--- config.mk ---
export PLATFORM = sky130hd
export DESIGN_NAME = nibble_serial_subtractor
export DESIGN_NICKNAME = d
export VERILOG_FILES = /design/src/rtl/nibble_serial_subtractor_pkg.sv /design/src/rtl/nibble_sub_slice.sv /design/src/rtl/nibble_serial_subtractor.sv
export SDC_FILE = /design/constraint.sdc
export NUM_CORES = 1
export LEC_CHECK = 0
export CELL_PAD_IN_SITES_DETAIL_PLACEMENT = 0
export CELL_PAD_IN_SITES_GLOBAL_PLACEMENT = 1
export CORE_UTILIZATION = 42
export CTS_BUF_LIST = sky130_fd_sc_hd__clkbuf_2
export CTS_CLUSTER_DIAMETER = 50
export CTS_CLUSTER_SIZE = 14
export DETAILED_ROUTE_END_ITERATION = 7
export GPL_ROUTABILITY_DRIVEN = 0
export PLACE_DENSITY_LB_ADDON = 0.15
export SYNTH_ARGS = -nofsm -noshare
export SYNTH_HDL_FRONTEND = slang
export SYNTH_SLANG_ARGS = --single-unit
--- constraint.sdc ---
create_clock -name clk -period 5.7 [get_ports clk]
set_clock_uncertainty 0.15 [all_clocks]
set_input_delay 1.71 -clock clk [delete_from_list [all_inputs] [get_ports clk]]
set_output_delay 1.71 -clock clk [all_outputs]
set_load 0.01 [all_outputs]
--- src/rtl/nibble_serial_subtractor_pkg.sv ---
// Shared definitions for the nibble-serial subtractor: slice width and FSM state encoding.
package nibble_serial_subtractor_pkg;

  localparam int unsigned SLICE_W = 4;

  typedef enum logic [1:0] {
    StIdle = 2'd0,
    StRun  = 2'd1,
    StDone = 2'd2
  } state_e;

endpackage

--- src/rtl/nibble_sub_slice.sv ---
// Combinational 4-bit slice computing x + ~y + cin with carry lookahead.
module nibble_sub_slice
  import nibble_serial_subtractor_pkg::*;
(
  input  logic [SLICE_W-1:0] x,
  input  logic [SLICE_W-1:0] y,
  input  logic               cin,
  output logic [SLICE_W-1:0] d,
  output logic               cout
);

  logic [SLICE_W-1:0] yn;
  logic [SLICE_W-1:0] g;
  logic [SLICE_W-1:0] p;
  logic [SLICE_W:0]   c;

  assign yn = ~y;
  assign g  = x & yn;
  assign p  = x ^ yn;

  // Every carry is derived from generate/propagate terms and cin, not rippled.
  assign c[0] = cin;
  assign c[1] = g[0] | (p[0] & cin);
  assign c[2] = g[1] | (p[1] & g[0]) | (p[1] & p[0] & cin);
  assign c[3] = g[2] | (p[2] & g[1]) | (p[2] & p[1] & g[0]) | (p[2] & p[1] & p[0] & cin);
  assign c[4] = g[3] | (p[3] & g[2]) | (p[3] & p[2] & g[1]) | (p[3] & p[2] & p[1] & g[0])
              | (p[3] & p[2] & p[1] & p[0] & cin);

  assign d    = p ^ c[SLICE_W-1:0];
  assign cout = c[SLICE_W];

endmodule

--- src/rtl/nibble_serial_subtractor.sv ---
// Serial a - b, one nibble per cycle through a single shared slice, with valid/ready handshakes.
module nibble_serial_subtractor
  import nibble_serial_subtractor_pkg::*;
#(
  parameter int unsigned WIDTH = 16
) (
  input  logic             clk,
  input  logic             rst,
  input  logic             in_valid,
  output logic             in_ready,
  input  logic [WIDTH-1:0] a,
  input  logic [WIDTH-1:0] b,
  output logic             out_valid,
  input  logic             out_ready,
  output logic [WIDTH-1:0] diff,
  output logic             borrow,
  output logic             ovf,
  output logic             zero
);

  localparam int unsigned NSlices = WIDTH / SLICE_W;
  localparam int unsigned IdxW    = $clog2(NSlices);
  localparam int unsigned LastIdx = NSlices - 1;

  state_e             state_q;
  logic [IdxW-1:0]    idx_q;
  logic               carry_q;
  logic [WIDTH-1:0]   a_q, b_q, diff_q, diff_d;
  logic               borrow_q, ovf_q, zero_q, in_ready_q, out_valid_q;
  logic [SLICE_W-1:0] slice_x, slice_y, slice_d;
  logic               slice_cout;
  logic               last_slice;

  assign slice_x    = a_q[idx_q*SLICE_W +: SLICE_W];
  assign slice_y    = b_q[idx_q*SLICE_W +: SLICE_W];
  assign last_slice = (idx_q == IdxW'(LastIdx));

  nibble_sub_slice u_slice (
    .x    (slice_x),
    .y    (slice_y),
    .cin  (carry_q),
    .d    (slice_d),
    .cout (slice_cout)
  );

  always_comb begin
    diff_d = diff_q;
    diff_d[idx_q*SLICE_W +: SLICE_W] = slice_d;
  end

  always_ff @(posedge clk) begin
    if (rst) begin
      state_q     <= StIdle;
      idx_q       <= '0;
      carry_q     <= 1'b0;
      a_q         <= '0;
      b_q         <= '0;
      diff_q      <= '0;
      borrow_q    <= 1'b0;
      ovf_q       <= 1'b0;
      zero_q      <= 1'b0;
      in_ready_q  <= 1'b1;
      out_valid_q <= 1'b0;
    end else begin
      unique case (state_q)
        StIdle: begin
          if (in_valid) begin
            a_q        <= a;
            b_q        <= b;
            idx_q      <= '0;
            carry_q    <= 1'b1;
            in_ready_q <= 1'b0;
            state_q    <= StRun;
          end
        end
        StRun: begin
          diff_q  <= diff_d;
          carry_q <= slice_cout;
          if (last_slice) begin
            // Flags use the just-computed top nibble, since diff_q is not yet updated.
            borrow_q    <= ~slice_cout;
            ovf_q       <= (a_q[WIDTH-1] ^ b_q[WIDTH-1]) & (slice_d[SLICE_W-1] ^ a_q[WIDTH-1]);
            zero_q      <= (diff_d == '0);
            out_valid_q <= 1'b1;
            state_q     <= StDone;
          end else begin
            idx_q <= idx_q + 1'b1;
          end
        end
        StDone: begin
          if (out_ready) begin
            out_valid_q <= 1'b0;
            in_ready_q  <= 1'b1;
            state_q     <= StIdle;
          end
        end
        default: begin
          out_valid_q <= 1'b0;
          in_ready_q  <= 1'b1;
          state_q     <= StIdle;
        end
      endcase
    end
  end

  assign in_ready  = in_ready_q;
  assign out_valid = out_valid_q;
  assign diff      = diff_q;
  assign borrow    = borrow_q;
  assign ovf       = ovf_q;
  assign zero      = zero_q;

endmodule

==> impl_metrics.json <==
{
  "outcome": "complete, no violations",
  "final_common_cell": "sky130_fd_sc_hd__nand2_1",
  "fin_ws_ns": 2.29,
  "route.detailed.wl_per_inst_um": 13.0,
  "dp_hpwl_mm": 3.94,
  "synth-warning-count": 0,
  "slew_viol_final": 0,
  "final_layout_size_suffix_gt1_share_pct": 8.15,
  "net_count_after_synthesis": 358,
  "synth_sequential_area_ratio_pct": 43.3,
  "leakagePower_uw": 0.00123,
  "die_x_um": 81.9,
  "final_min_period_over_clock_period_pct": 59.9,
  "worst_hold_path_type": "reg -> reg",
  "initial_antenna_violation_count": 0,
  "capturing_element_type_of_the_critical_path": "flop",
  "total_routed_length_mm": 5.77,
  "critPathMaxFanout": 17,
  "floorplan.core_area_sq_um": 6030,
  "post_cts_hold_buffer_count": 0,
  "library_cells_used_by_synthesis": 44,
  "grt_overflow": 0,
  "cts_htree_levels": 3,
  "area_growth_syn_to_layout_pct": 25.4,
  "die_y_um": 81.9,
  "worstPathRequired_ns": 5.92,
  "floorplan.die_area_sq_um": 6710,
  "fill_cells": 591,
  "totalNegativeSetupSlack_ns": 0,
  "cts.repair_timing.setup_buffer_count": 0,
  "layout.area.seq_sq_um": 1160,
  "syn_avg_cell_area_sq_um": 8.65,
  "multi_input_area_sq_um": 1430,
  "netlist_instances": 310,
  "avgViaCountPerCell": 5.19,
  "setup_violations": 0,
  "io_pins": 57,
  "clockRootBuffer": "sky130_fd_sc_hd__clkbuf_2",
  "worst_setup_sp_type": "flop",
  "rows": 28,
  "initial_core_util_pct": 44.5,
  "routed-via-count": 2297,
  "detail_route.drc_violations": 0,
  "synth_enable_flop_cells": 0,
  "hold_viol": 0,
  "layout.cells.most_common_list": "sky130_fd_sc_hd__nand2_1, sky130_fd_sc_hd__dfxtp_1, sky130_fd_sc_hd__clkdlybuf4s50_1",
  "vias_in_the_first_global_route": 2141,
  "first_pass_grt_wire_length_mm": 9.82,
  "max_slew.worst_pin.slew_ns": 1.09,
  "worst-setup-path-type": "reg -> reg",
  "tritoncts.num_buffers": 9,
  "detailedPlace.worstSlack_ns": 1.96,
  "dr.pass1.iters": 4,
  "cap_viol_max_count": 0,
  "number_of_sinks_driven_by_the_clock_tree": 58,
  "initialDrtViolationCount": 107,
  "gr-usage-all-layers_pct": 19.8,
  "cts_tree": "built",
  "place.port_buffers": 56,
  "post_synthesis_instance_area_sq_um": 2680,
  "synth-async-reset-ratio_pct": 0,
  "maxSlewHeadroom_pct": 27.4,
  "power_per_cell_area_nw_per_um2": 247,
  "detail-route-antenna-nets": 0,
  "flip_flop_and_latch_count_after_synthesis": 58,
  "hold-worst-slack_ns": 0.312,
  "nNetsFinal": 411,
  "fin_crit_ns": 3.41,
  "maximum_number_of_pins_on_one_net_before_global_route_repair": 60,
  "clock_transition_at_path_regs_ns": 0.16,
  "clk_latency_ns": 0.48,
  "power.ir.vdd_worst_v": 0.000113,
  "critPathArrivalTime_ns": 3.64,
  "yosys_most_used_dff": "sky130_fd_sc_hd__dfxtp_1",
  "achievable-frequency_mhz": 293,
  "antenna_cells_inserted": 0,
  "max-clock-path-buffers": 2,
  "grt_setup_unrepaired": "no",
  "post_cts_resize_count": 0
}
## sequential cells by signal (all words and copies together) (netlist names)
name,flops
a_q,16
b_q,16
borrow,1
carry_q,1
diff,16
idx_q,2
in_ready,1
out_valid,1
ovf,1
state_q,2
zero,1
## cells by family (layout without fill, tap and decap cells)
| family | Yosys count | in the layout | share of synthesized area [%] |
|---|---|---|---|
| flops | 58 | 58 | 43.3 |
| mux | 8 | 8 | 6.72 |
| xor+xnor | 5 | 5 | 1.91 |
| buf+inv | 25 | 83 | 3.59 |
| fa+ha+maj | 12 | 12 | 5.88 |
| compound gates | 72 | 72 | 16.7 |
| simple gates | 130 | 130 | 21.9 |
## per-layer routing
metal  global-route usage [%]  wire length, um
met5                        0                0
met1                     23.2             2680
met4                     7.89               97
met3                     5.78              224
met2                     33.6             2770
## worst paths after layout
check             cells after the start             startpoint  slack [ns]                   end
setup / recovery                      7  idx_q[0]$_SDFFE_PP0P_        2.29      ovf$_SDFFE_PP0P_
hold / removal                        2   b_q[11]$_SDFFE_PP0P_        0.31  b_q[11]$_SDFFE_PP0P_
setup reg to reg                      7  idx_q[0]$_SDFFE_PP0P_        2.29      ovf$_SDFFE_PP0P_
hold reg to reg                       2   b_q[11]$_SDFFE_PP0P_        0.31  b_q[11]$_SDFFE_PP0P_
## critical path, cell delays in order (launching register included)
cell and delay, ns:
sky130_fd_sc_hd__dfxtp_1 0.96, sky130_fd_sc_hd__mux4_2 0.67, sky130_fd_sc_hd__ha_1 0.36, sky130_fd_sc_hd__a211o_1 0.34
sky130_fd_sc_hd__a21oi_4 0.18, sky130_fd_sc_hd__xnor2_2 0.18, sky130_fd_sc_hd__and3b_1 0.21, sky130_fd_sc_hd__o31a_1 0.26
## power breakdown
group | leakage, uW | internal [uW] | switching [uW]
clock network | 0.0000582 | 55.6 | 147
logic | 0.000702 | 88.8 | 96.9
registers | 0.000474 | 426 | 17.2
## cells in the mapped netlist (2+ instances only)
cell type,number,area share (%)
sky130_fd_sc_hd__inv_1,7,0.98
sky130_fd_sc_hd__nand2b_1,5,1.2
sky130_fd_sc_hd__a21oi_1,40,7.5
sky130_fd_sc_hd__nand4_1,2,0.47
sky130_fd_sc_hd__nor3b_1,3,0.84
sky130_fd_sc_hd__clkbuf_1,14,2.0
sky130_fd_sc_hd__nor2_1,22,3.1
sky130_fd_sc_hd__nor3_1,4,0.75
sky130_fd_sc_hd__a2bb2oi_1,2,0.65
sky130_fd_sc_hd__nor2b_1,6,1.4
sky130_fd_sc_hd__mux4_2,8,6.7
sky130_fd_sc_hd__ha_1,11,5.1
sky130_fd_sc_hd__xnor2_1,3,0.98
sky130_fd_sc_hd__nand2_1,75,10
sky130_fd_sc_hd__buf_2,2,0.37
sky130_fd_sc_hd__nor4_1,4,0.93
sky130_fd_sc_hd__inv_2,2,0.28
sky130_fd_sc_hd__a211oi_1,3,0.84
sky130_fd_sc_hd__a22oi_1,14,3.9
sky130_fd_sc_hd__o22ai_1,2,0.47
sky130_fd_sc_hd__dfxtp_1,58,43
## stage by stage
step	total power, uW	utilization [%]	instances	area, sq um
floorplan	573	-	310	2680
global placement	637	54.5	427	3290
detailed placement	640	54.5	427	3290
CTS	842	55.8	443	3360
global route	882	55.8	443	3360
finish	831	55.8	443	3360
## layout make-up
cell class / instances / share of cell area (%)
multi-input combinational: 227 / 42.4
sequential: 58 / 34.5
timing repair buffer: 58 / 17.0
tap: 75 / 2.79
clock buffer: 11 / 1.64
inverter: 9 / 1.00
clock inverter: 5 / 0.632
Note: power is estimated with default switching activity, not from simulation.
